===== src/rtl/vga_char_writer_if.sv =====
// CPU display port and video RAM port bundle for vga_char_writer.
// master = byte source / video RAM side, slave = the writer itself.
interface vga_char_writer_if #(
  parameter int ADDR_W = 10
);
  logic [7:0]        din;
  logic              din_valid;
  logic              din_ready;
  logic [ADDR_W-1:0] vram_addr;
  logic              vram_wr;
  logic [5:0]        vram_wdata;
  logic [5:0]        vram_rdata;
  logic [5:0]        cursor_x;
  logic [4:0]        cursor_y;
  logic              busy;

  modport master (
    output din, din_valid, vram_rdata,
    input  din_ready, vram_addr, vram_wr, vram_wdata, cursor_x, cursor_y, busy
  );

  modport slave (
    input  din, din_valid, vram_rdata,
    output din_ready, vram_addr, vram_wr, vram_wdata, cursor_x, cursor_y, busy
  );
endinterface


===== src/rtl/vga_char_writer.sv =====
// Terminal writer for the 40x24 character buffer: cursor, wrap, CR and scroll.
// Optional: define CHAR_WRITER_CLS_EN to make form feed (0x0C) clear the screen.
//
// state     | meaning
// CLEAR     | fill every cell with space, cursor home
// IDLE      | din_ready high, waiting for a byte
// WRITE     | glyph write strobe on the bus
// NEWLINE   | cursor to column 0, next row or start scroll
// SCR_RD    | present source cell (one row below) for read
// SCR_WR    | write read data one row up
// SCR_BLANK | fill last row with space
module vga_char_writer #(
  parameter int COLS   = 40,
  parameter int ROWS   = 24,
  parameter int ADDR_W = 10
) (
  input  logic               clk,
  input  logic               reset,
  vga_char_writer_if.slave   bus
);

  localparam logic [ADDR_W-1:0] COLS_A     = ADDR_W'(COLS);
  localparam logic [ADDR_W-1:0] LAST_A     = ADDR_W'(COLS*ROWS - 1);
  localparam logic [ADDR_W-1:0] BLANK_BASE = ADDR_W'(COLS*(ROWS - 1));
  localparam logic [5:0]        LAST_X     = 6'(COLS - 1);
  localparam logic [4:0]        LAST_Y     = 5'(ROWS - 1);
  localparam logic [5:0]        SPACE      = 6'h20;

  typedef enum logic [2:0] {CLEAR, IDLE, WRITE, NEWLINE, SCR_RD, SCR_WR, SCR_BLANK} state_t;

  state_t            state;
  logic [ADDR_W-1:0] vram_addr;
  logic [ADDR_W-1:0] rowbase;
  logic [ADDR_W-1:0] src;
  logic              vram_wr;
  logic [5:0]        wdata_q;
  logic [5:0]        cursor_x;
  logic [4:0]        cursor_y;
  logic              din_ready;
  logic [7:0]        ch;
  logic              printable;

  always_comb begin
    ch = bus.din & 8'h7F;
    if (ch >= 8'h60) ch = ch - 8'h20;
    printable = (ch >= 8'h20) && (ch <= 8'h5F);
  end

  always_ff @(posedge clk or posedge reset) begin
    if (reset) begin
      state     <= CLEAR;
      vram_addr <= '0;
      vram_wr   <= 1'b0;
      wdata_q   <= '0;
      cursor_x  <= '0;
      cursor_y  <= '0;
      rowbase   <= '0;
      src       <= '0;
      din_ready <= 1'b0;
    end else begin
      case (state)
        CLEAR: begin
          cursor_x <= '0;
          cursor_y <= '0;
          rowbase  <= '0;
          wdata_q  <= SPACE;
          // Coming out of reset the strobe is still low: start the sweep at cell 0.
          if (!vram_wr) begin
            vram_wr   <= 1'b1;
            vram_addr <= '0;
          end else if (vram_addr == LAST_A) begin
            vram_wr <= 1'b0;
            state   <= IDLE;
          end else begin
            vram_addr <= vram_addr + 1'b1;
          end
        end
        IDLE: begin
          din_ready <= 1'b1;
          if (bus.din_valid && din_ready) begin
            din_ready <= 1'b0;
            if (printable) begin
              state     <= WRITE;
              vram_wr   <= 1'b1;
              vram_addr <= rowbase + ADDR_W'(cursor_x);
              wdata_q   <= ch[5:0];
            end else if (ch == 8'h0D) begin
              state <= NEWLINE;
            end
`ifdef CHAR_WRITER_CLS_EN
            else if (ch == 8'h0C) begin
              state     <= CLEAR;
              vram_wr   <= 1'b1;
              vram_addr <= '0;
              wdata_q   <= SPACE;
            end
`endif
          end
        end
        WRITE: begin
          vram_wr <= 1'b0;
          if (cursor_x == LAST_X) begin
            state <= NEWLINE;
          end else begin
            cursor_x <= cursor_x + 1'b1;
            state    <= IDLE;
          end
        end
        NEWLINE: begin
          cursor_x <= '0;
          if (cursor_y != LAST_Y) begin
            cursor_y <= cursor_y + 1'b1;
            rowbase  <= rowbase + COLS_A;
            state    <= IDLE;
          end else begin
            src       <= COLS_A;
            vram_addr <= COLS_A;
            state     <= SCR_RD;
          end
        end
        SCR_RD: begin
          vram_wr   <= 1'b1;
          vram_addr <= src - COLS_A;
          state     <= SCR_WR;
        end
        SCR_WR: begin
          if (src == LAST_A) begin
            vram_addr <= BLANK_BASE;
            wdata_q   <= SPACE;
            state     <= SCR_BLANK;
          end else begin
            vram_wr   <= 1'b0;
            src       <= src + 1'b1;
            vram_addr <= src + 1'b1;
            state     <= SCR_RD;
          end
        end
        SCR_BLANK: begin
          if (vram_addr == LAST_A) begin
            vram_wr <= 1'b0;
            state   <= IDLE;
          end else begin
            vram_addr <= vram_addr + 1'b1;
          end
        end
        default: begin
          vram_wr <= 1'b0;
          state   <= CLEAR;
        end
      endcase
    end
  end

  // Read data lands the cycle after SCR_RD, so the scroll copy forwards it straight to the port.
  assign bus.vram_wdata = (state == SCR_WR) ? bus.vram_rdata : wdata_q;
  assign bus.vram_addr  = vram_addr;
  assign bus.vram_wr    = vram_wr;
  assign bus.din_ready  = din_ready;
  assign bus.cursor_x   = cursor_x;
  assign bus.cursor_y   = cursor_y;
  assign bus.busy       = (state != IDLE);

endmodule


===== src/flat_wrapper.sv =====
// flat-port wrapper written by rule: the top's interface ports become plain ports
module vga_char_writer_flat 
#(
  parameter int COLS   = 40,
  parameter int ROWS   = 24,
  parameter int ADDR_W = 10
)
  (clk, reset, bus_din, bus_din_valid, bus_vram_rdata, bus_din_ready, bus_vram_addr, bus_vram_wr, bus_vram_wdata, bus_cursor_x, bus_cursor_y, bus_busy);
  vga_char_writer_if #(.ADDR_W(ADDR_W)) bus_i ();
  input  logic clk;
  input  logic reset;
  input wire logic [$bits(bus_i.din)-1:0] bus_din;
  input wire logic [$bits(bus_i.din_valid)-1:0] bus_din_valid;
  input wire logic [$bits(bus_i.vram_rdata)-1:0] bus_vram_rdata;
  output wire logic [$bits(bus_i.din_ready)-1:0] bus_din_ready;
  output wire logic [$bits(bus_i.vram_addr)-1:0] bus_vram_addr;
  output wire logic [$bits(bus_i.vram_wr)-1:0] bus_vram_wr;
  output wire logic [$bits(bus_i.vram_wdata)-1:0] bus_vram_wdata;
  output wire logic [$bits(bus_i.cursor_x)-1:0] bus_cursor_x;
  output wire logic [$bits(bus_i.cursor_y)-1:0] bus_cursor_y;
  output wire logic [$bits(bus_i.busy)-1:0] bus_busy;
  assign bus_i.din = bus_din;
  assign bus_i.din_valid = bus_din_valid;
  assign bus_i.vram_rdata = bus_vram_rdata;
  assign bus_din_ready = bus_i.din_ready;
  assign bus_vram_addr = bus_i.vram_addr;
  assign bus_vram_wr = bus_i.vram_wr;
  assign bus_vram_wdata = bus_i.vram_wdata;
  assign bus_cursor_x = bus_i.cursor_x;
  assign bus_cursor_y = bus_i.cursor_y;
  assign bus_busy = bus_i.busy;
  vga_char_writer #(.COLS(COLS), .ROWS(ROWS), .ADDR_W(ADDR_W)) u_core (.clk(clk), .reset(reset), .bus(bus_i));
endmodule

===== config.mk =====
export PLATFORM = sky130hd
export DESIGN_NAME = vga_char_writer_flat
export DESIGN_NICKNAME = d
export VERILOG_FILES = /design/src/rtl/vga_char_writer_if.sv /design/src/rtl/vga_char_writer.sv /design/src/flat_wrapper.sv
export SDC_FILE = /design/constraint.sdc
export NUM_CORES = 1
export LEC_CHECK = 0
export CORE_AREA = 8 8 97 99
export CTS_CLUSTER_SIZE = 12
export DETAILED_ROUTE_END_ITERATION = 6
export DIE_AREA = 0 0 105 107
export PLACE_DENSITY = 0.66
export SETUP_SLACK_MARGIN = 0.02
export SLEW_MARGIN = 10
export SYNTH_ARGS = -nofsm -noshare
export SYNTH_HDL_FRONTEND = slang
export SYNTH_SLANG_ARGS = --single-unit
export TNS_END_PERCENT = 50

===== constraint.sdc =====
create_clock -name clk -period 4.7 [get_ports clk]
set_input_delay 0.705 -clock clk [delete_from_list [all_inputs] [get_ports clk]]
set_output_delay 0.705 -clock clk [all_outputs]
set_load 0.005 [all_outputs]

==> run summary, run 1 <==
The cell family contributing the most delay on the critical path is buffers and inverters. The end point of the critical path was bus_busy. By instance count, the leading cell after synthesis is sky130_fd_sc_hd__nand2_1. The leakage power was 0.00177 uW; the synthesized net count was 447. The depth of the worst register-to-register path is 6. The startpoint identified for the worst register-to-register timing path is u_core.state[0]$_DFFE_PP0P_.

Max-cap violations in this run came to 0. The total wirelength of the detailed-routed design is 8930 um. Clock root buffer: sky130_fd_sc_hd__clkbuf_8. In the routed design, unresolved DRC markers number 0. The tools report the starting density of the core as 0.436. For this run, the leading register cell type out of synthesis is sky130_fd_sc_hd__dfrtp_1. The critical path crosses 4 cells after its start point. Data on the critical path is required at its endpoint by 3990 ps. The run gives 50 as the largest net degree at the start of global routing. For this design, the sink count on the clock tree is 49. Routing usage on met3: 0.0288.

Walking the worst path, the cells encountered are clkinv_1 -> nor3_2 -> inv_2 -> clkdlybuf4s50_1. The run gives 0.198 as the met1 routing resource usage after global routing. The share of cells above drive strength 1 was 0.0558; the total count of max-transition violations in the final report was 0.

The fraction of registers with async set/reset was 1.00; the residual antenna-violating net count after detailed routing was 0. The largest single stage delay on the critical path is 790 ps. Setup repair after global routing left no endpoint under its margin. Dividing the detail-routed wire length by the instance count gives 16.2 um. For the register-to-register setup slack, the log shows 2150 ps.

The type of the worst setup path was flop to output pin. After synthesis, the cell types taking the most area are sky130_fd_sc_hd__dfrtp_1 (35%), sky130_fd_sc_hd__nand2_1 (6.8%), sky130_fd_sc_hd__o21ai_0 (5.5%), sky130_fd_sc_hd__ha_1 (5.4%), sky130_fd_sc_hd__nor2_1 (4.2%). Once the clock tree was built, the resizer swapped 0 gates to a different size.

The critical path contains buffers and inverters numbering 3 combined. The die boundary width was 105 um; the proportion of synthesized chip area in sequential cells was 0.355. For the pin with the worst max-slew slack, the measured transition is 1040 ps. Once layout is done, the placed cells without fillers occupy 4070 um^2. The die covers 11,200 um^2. The tools report the number of nets in the layout as 479. Static timing analysis puts the maximum clock frequency at 0.319 GHz. The flip-flop and latch count after synthesis is 49, and the chip height is 107 um.

The clock arrives with 5.96 ps of skew. For the proportion of power drawn by flip-flops and latches, the log shows 0.386. The run gives 0.438 as the combinational cell fraction of total power. Summed over all nets, the switching power comes to 723 uW. CTS clock-pin slew for the worst setup and hold paths: 80 ps. The capturing element type of the critical path is an output pin.

The number of global-route vias before repair came out at 3,109. The most critical setup path has its startpoint at u_core.state[0]$_DFFE_PP0P_. For this design the ratio of total power to cell area is 444 nW/um^2.

Before antenna repair, the detailed router went through 5 iterations. Average size of a mapped cell: 8.33 um^2. The total number of placement rows was 33; the number of antenna cells inserted was 0. Global routing met2 resource utilization: 0.279. The logs give 2 for the maximum buffer depth of the clock tree and 781 for the filler cell count in the final layout. Routability-driven placement finished with a final weighted congestion of 0.850.

The cell count after synthesis was 415. The clock tree synthesis step divided the H-tree into 2 levels. In this run the post-CTS setup repair buffer count came out at 0.

For the total congestion overflow after global routing, the log shows 0. The category of the worst setup path launch point was a flop. The biggest area contributor in the post-synthesis netlist is sky130_fd_sc_hd__dfrtp_1. Counting the buffers created by CTS gives 5.

The peak supply drop is 0.215 mV, and the maximum fanout encountered on the critical timing path is 20. The layout-stage area growth over the synthesis result is 17.7%, and the switching part of the total is 0.400. For the worst-skew pair, the clock arrives at the later sink with an insertion delay of 310 ps.

Setup violations remaining at the end of the flow were counted as 0. The internal power of the cells totals 1080 uW. Slowest cell on the critical path: sky130_fd_sc_hd__dfrtp_1. The most congested layer reported by global routing was met2. TritonCTS built the clock tree. The count of different cell masters after synthesis came out at 68.

The final clock period utilization by the worst path was 0.666; the total via count in the routed design was 3,169. The part of the power in the clock network is 0.176, and the endpoint arrival time on the critical path is 2430 ps. The wire-length estimate of the detail-placed layout is 6700 um. The number of enable flip-flop cells after synthesis works out to 0.

The top-area cell type share of the netlist area is 0.355. In this run the worst hold path is classified as flop to flop. The logs give 15,000 um for the first-pass GRT wire length and 0 for the final hold violation count. For this design the top-level I/O count stands at 47.

After layout, the minimum clock period comes to 3130 ps. Number of antenna violations at the first check in global routing: 0. For this run, the number of Yosys warnings is 0. After the first detailed-routing iteration, the DRC count stood at 201.

The worst max-slew margin expressed relative to the limit was 0.308; the final sum of negative setup slack was 0 ps. After floorplanning, the core was sized to cover 7930 um^2. Hold repair after CTS inserted 0 buffers. The end of the worst register-to-register path is u_core.bus.vram_addr[1]$_DFFE_PP0P_. The via-per-instance ratio is 5.73, and the cell area after placement is 3950 um^2. The logs give 0.161 for the overall track demand over capacity in global routing and 3460 um^2 for the netlist area before placement.

The commonest cells after synthesis are sky130_fd_sc_hd__nand2_1 (63), sky130_fd_sc_hd__dfrtp_1 (49), sky130_fd_sc_hd__nor2_1 (39), sky130_fd_sc_hd__o21ai_0 (38), sky130_fd_sc_hd__a21oi_1 (19). The flow ran to the end, and the final reports show no timing, DRC or antenna violations. During placement, the flow inserted port buffers numbering 45.
==> per-layer routing <==
metal	vias up	share of wire
met1	1510	0.45
met2	78	0.49
met3	15	0.043
met4	0	0.019
met5	-	0
li1	1566	-
==> cells by family (layout without fill, tap and decap cells) <==
group	after synthesis	after routing	synth area share
multiplexers	3	3	0.00869
adder cells (fa/ha/maj)	15	15	0.0543
buffers and inverters	33	66	0.0405
other	1	1	0.00109
XOR/XNOR	23	23	0.0583
AND/OR/NAND/NOR	180	180	0.270
AO/OA/AOI/OAI	111	111	0.212
flip-flops	49	49	0.355
==> worst min-delay path by stage <==
| stage | slack, ps | from | end | cells after the start |
|---|---|---|---|---|
| 6_report | 490 | u_core.wdata_q[3]$_DFFE_PP0P_ | u_core.wdata_q[3]$_DFFE_PP0P_ | 2 |
| 5_1_grt | 510 | u_core.wdata_q[3]$_DFFE_PP0P_ | u_core.wdata_q[3]$_DFFE_PP0P_ | 2 |
| 4_1_cts | 490 | u_core.wdata_q[3]$_DFFE_PP0P_ | u_core.wdata_q[3]$_DFFE_PP0P_ | 2 |
| 3_5_place_dp | 470 | u_core.wdata_q[3]$_DFFE_PP0P_ | u_core.wdata_q[3]$_DFFE_PP0P_ | 2 |
| 3_3_place_gp | 470 | u_core.wdata_q[3]$_DFFE_PP0P_ | u_core.wdata_q[3]$_DFFE_PP0P_ | 2 |
| 2_1_floorplan | 450 | u_core.wdata_q[1]$_DFFE_PP0P_ | u_core.wdata_q[1]$_DFFE_PP0P_ | 2 |
==> power groups by stage <==
stage | Clock [uW] | Sequential, uW | Combinational (uW)
after global routing | 340 | 720 | 885
final | 318 | 698 | 791
after global placement | 0 | 702 | 780
after CTS | 324 | 695 | 800
after floorplan | 0 | 637 | 544
after detailed placement | 0 | 704 | 796
==> final cells by class <==
type	instances	area, um^2	share of cell area
inverter	12	45.0	0.0111
tap	105	131	0.0323
clock inverter	1	30.0	0.00738
clock buffer	7	86.3	0.0212
sequential	49	1230	0.302
multi-input combinational	333	2090	0.514
timing repair buffer	46	458	0.113
==> cells in the final DEF, fill, tap and decap left out, types with 3 or more instances in the layout <==
cell | synthesis | final
sky130_fd_sc_hd__nand4b_1 | 3 | 3
sky130_fd_sc_hd__a22o_1 | 3 | 3
sky130_fd_sc_hd__a31oi_1 | 9 | 9
sky130_fd_sc_hd__dfrtp_1 | 49 | 49
sky130_fd_sc_hd__xnor2_1 | 13 | 13
sky130_fd_sc_hd__nor3_1 | 10 | 10
sky130_fd_sc_hd__mux2i_1 | 3 | 3
sky130_fd_sc_hd__nor2_1 | 39 | 39
sky130_fd_sc_hd__nand4_1 | 10 | 10
sky130_fd_sc_hd__inv_1 | 10 | 9
sky130_fd_sc_hd__or3_1 | 4 | 4
sky130_fd_sc_hd__xor2_1 | 10 | 10
sky130_fd_sc_hd__o21a_1 | 3 | 3
sky130_fd_sc_hd__nand3_1 | 10 | 10
sky130_fd_sc_hd__clkdlybuf4s50_1 | 0 | 45
sky130_fd_sc_hd__a21oi_1 | 19 | 19
sky130_fd_sc_hd__nand2_1 | 63 | 63
sky130_fd_sc_hd__a21o_1 | 4 | 4
sky130_fd_sc_hd__and2_1 | 3 | 3
sky130_fd_sc_hd__nor2b_1 | 5 | 5
sky130_fd_sc_hd__nor3b_1 | 3 | 3
sky130_fd_sc_hd__ha_1 | 15 | 15
sky130_fd_sc_hd__o211ai_1 | 3 | 3
sky130_fd_sc_hd__o21ai_0 | 38 | 38
sky130_fd_sc_hd__and3_1 | 9 | 9
sky130_fd_sc_hd__o22a_1 | 3 | 3
sky130_fd_sc_hd__clkbuf_8 | 0 | 6
sky130_fd_sc_hd__a221oi_1 | 5 | 5
==> through the flow <==
stage	setup WS [ps]	instances	hold slack [ps]	total power [uW]	util
after CTS	1580	553	494	1820	0.513
after floorplan	2400	415	450	1180	-
final	1570	553	489	1810	0.513
after global routing	1420	553	513	1950	0.513
after global placement	1670	545	466	1480	0.498
after detailed placement	1530	545	473	1500	0.498
==> tightest hold or removal path, delay by kind of cell (launching register included) <==
kind	cells	cell delay, ps
DFF	1	350
and+or+nand+nor	1	40
AOI/OAI and AO/OA	1	60
==> sequential cells by signal, indices dropped and copies added, names as in the netlist <==
name,cells
u_core.bus.vram_addr,10
u_core.src,10
u_core.rowbase,7
u_core.bus.cursor_x,6
u_core.wdata_q,6
u_core.bus.cursor_y,5
u_core.state,3
u_core.bus.din_ready,1
u_core.bus.vram_wr,1
No activity file was read; power rests on OpenSTA's default activity.
==> run 2, diff against run 1 <==
==> constraint.sdc (replaced) <==
create_clock -name clk -period 2.9 [get_ports clk]
set_input_delay 0.435 -clock clk [delete_from_list [all_inputs] [get_ports clk]]
set_output_delay 0.435 -clock clk [all_outputs]
set_load 0.005 [all_outputs]
==> run 2 against run 1 <==
Critical path depth grew 5. Flip-flop and latch count stayed put. Routed wire length is 1.3% higher. Clock power rose by 55%. Sequential power grew 58%. Via count unchanged. Clock skew up 2.8 ps. Non-clock buffer count increased by 10.
==> run summary, run 2 (same netlist as run 1, synthesis figures left out) <==
The run finished with clean final reports. Among cell families on the critical path, the largest total delay comes from compound AO/OA/AOI/OAI gates. The residual antenna-violating net count after detailed routing is 0, and the maximum clock frequency is 0.406 GHz.

The run gives 3100 ps as the required time at the worst-slack endpoint. The final clock period utilization by the worst path works out to 0.850. Summed over all cells, the static leakage comes to 0.00181 uW.

The number of antenna cells inserted is 0, and the total count of max-transition violations in the final report is 0. The count of buffers inserted at the top-level ports was 45; the detailed-route wire length per cell was 16.1 um. In this run, post-CTS repair resized a total of 0 instances. The number of buffer and inverter instances along the worst setup path works out to 2. The first global-routing pass estimated 15,000 um of wire. The share of cells above drive strength 1 is 0.0764, and the total die area is 11,200 um^2.

The worst clock skew on the final layout is 8.75 ps, and the biggest cell delay along the critical path is 500 ps. After routing, the total negative slack on setup checks comes to 0 ps. For the total of max-cap violations, the log shows 0.

The tools report the number of antenna violations at the first check in global routing as 0. The tools report the peak supply drop as 0.390 mV. The total number of placement rows is 33, and the buffers inserted during post-CTS setup optimization is 0.

Entering global routing, the biggest net connects 21 pins. Counting I/O delays and the setup requirement, the final critical path takes 2460 ps. The final route contains 3,169 vias. The core region is 7930 um^2.

The via-per-instance ratio works out to 5.63. The most frequent standard cell in the layout excluding fill and tap cells was sky130_fd_sc_hd__nand2_1. The largest registers in the layout are u_core.bus.vram_addr: 10 flops, u_core.src: 10 flops, u_core.rowbase: 7 flops. Buffers inserted to repair hold after CTS numbered 0. Once detailed placement completed, the half-perimeter wirelength came to 6940 um. Number of setup violations in the final report: 0. The initial DRC count was 247.

For the number of remaining DRC errors, the log shows 0. The capturing element type of the critical path is a flop. The later pin in the worst-skew pair is clocked with a latency of 310 ps.

The number of nets in the layout was 489; the total congestion overflow after global routing was 0. The logs give 309 um for the met3 wire length and 2660 ps for the endpoint arrival time on the critical path. The final hold violation count is 0, and the met2 wire length is 4480 um. The worst hold slack after final layout was 396 ps; the H-tree depth reported by CTS was 2. On the critical path, the stage with the largest delay is an instance of sky130_fd_sc_hd__clkdlybuf4s50_1.

At the pin with the least slew margin, the transition time is 811 ps. The total power per unit cell area was 719 nW/um^2. The tools report the sum of routed wire segments on met1 as 4130 um. Walking the worst path, the cells encountered are clkdlybuf4s50_1 -> inv_1 -> ha_1 -> and2_1 -> o31a_1 -> a31oi_4 -> nor2_1 -> o21ai_0 -> a22o_1.

Setup repair after global routing left no endpoint under its margin. The worst setup path is launched from an input pin. The chip height was 107 um; the total power was 2970 uW.

Clock tree synthesis selected as its root buffer the cell sky130_fd_sc_hd__clkbuf_8. 47 I/O pins were placed. The starting density of the core is 0.436.

The maximum buffer depth of the clock tree is 2, and the detailed-routing iteration count for the pre-antenna-repair pass is 4. TritonCTS created 5 clock buffers. The CTS clock-pin slew for the worst setup and hold paths was 90 ps. The worst hold path belongs to the class input pin to async pin. The number of global-route vias before repair is 3,083. The clock net in this run drives a total of 49 sinks. Layout-stage area growth over the synthesis result: 19.7%. The maximum fanout encountered on the critical timing path is 7.

The overall track demand over capacity in global routing is 0.161, and the die boundary width is 105 um. The tools report the total wirelength of the detailed-routed design as 9040 um. The type of the worst setup path is input pin to flop. TritonCTS built the clock tree.

The top layer used by detailed routing is met4. The routability congestion estimate was 0.874; the worst max-slew margin expressed relative to the limit was 0.460. In the layout the commonest cells are sky130_fd_sc_hd__nand2_1 (63), sky130_fd_sc_hd__dfrtp_1 (49), sky130_fd_sc_hd__clkdlybuf4s50_1 (45).

The filler cells instantiated in the layout total 771.
run 2: changes by cell type in the layout (fill, tap and decap cells not counted):
cell,previous run,this run
sky130_fd_sc_hd__clkinv_4,0,1
sky130_fd_sc_hd__buf_4,1,11
sky130_fd_sc_hd__clkbuf_8,6,5
run 2: layer usage:
| layer | track usage | vias to the layer above |
|---|---|---|
| met3 | 0.0276 | 13 |
| met5 | 0 | - |
| met4 | 0.0387 | 0 |
| met1 | 0.199 | 1519 |
| met2 | 0.285 | 51 |
| li1 | - | 1586 |
run 2: stage by stage:
step | std cells | area (um^2) | setup slack (ps) | util
3_3_place_gp | 555 | 4030 | 207 | 0.508
2_1_floorplan | 415 | 3460 | 872 | -
4_1_cts | 563 | 4140 | 426 | 0.522
3_5_place_dp | 555 | 4030 | 142 | 0.508
6_report | 563 | 4140 | 436 | 0.522
5_1_grt | 563 | 4140 | 127 | 0.522
run 2: path summary, 6_finish.rpt:
path                            depth (start not counted)  slack [ps]                             endpoint                          start
worst max-delay path                                    9         440  u_core.bus.vram_addr[1]$_DFFE_PP0P_                     bus_din[5]
worst min-delay path                                    2         400        u_core.wdata_q[4]$_DFFE_PP0P_                          reset
worst max register to register                          7         540  u_core.bus.vram_addr[0]$_DFFE_PP0P_      u_core.src[1]$_DFFE_PP0P_
worst min register to register                          2         480        u_core.wdata_q[3]$_DFFE_PP0P_  u_core.wdata_q[3]$_DFFE_PP0P_
max in group asynchronous                               3        1910  u_core.bus.vram_addr[8]$_DFFE_PP0P_                          reset
min in group clk                                        2         480        u_core.wdata_q[3]$_DFFE_PP0P_  u_core.wdata_q[3]$_DFFE_PP0P_
run 2: layout make-up:
class | count | area (um^2) | area share
clock buffers | 6 | 72.6 | 0.0175
clock inverters | 2 | 38.8 | 0.00938
inverters | 12 | 45.0 | 0.0109
multi-input cells | 333 | 2090 | 0.505
flip-flops and latches | 49 | 1230 | 0.296
well taps | 105 | 131 | 0.0318
repair buffers | 56 | 533 | 0.129
run 2: worst reg2reg max path: cells and delay by family (launching register included):
family | cells | cell delay (ps)
DFF | 1 | 480
and+or+nand+nor | 2 | 350
AOI/OAI and AO/OA | 4 | 1160
adders and majority gates | 1 | 280
run 2: report_power, final:
group / switching, uW / total [uW] / internal [uW]
logic: 695 / 1380 / 680
registers: 254 / 1100 / 849
clock network: 235 / 494 / 259
total: 1180 / 2970 / 1790
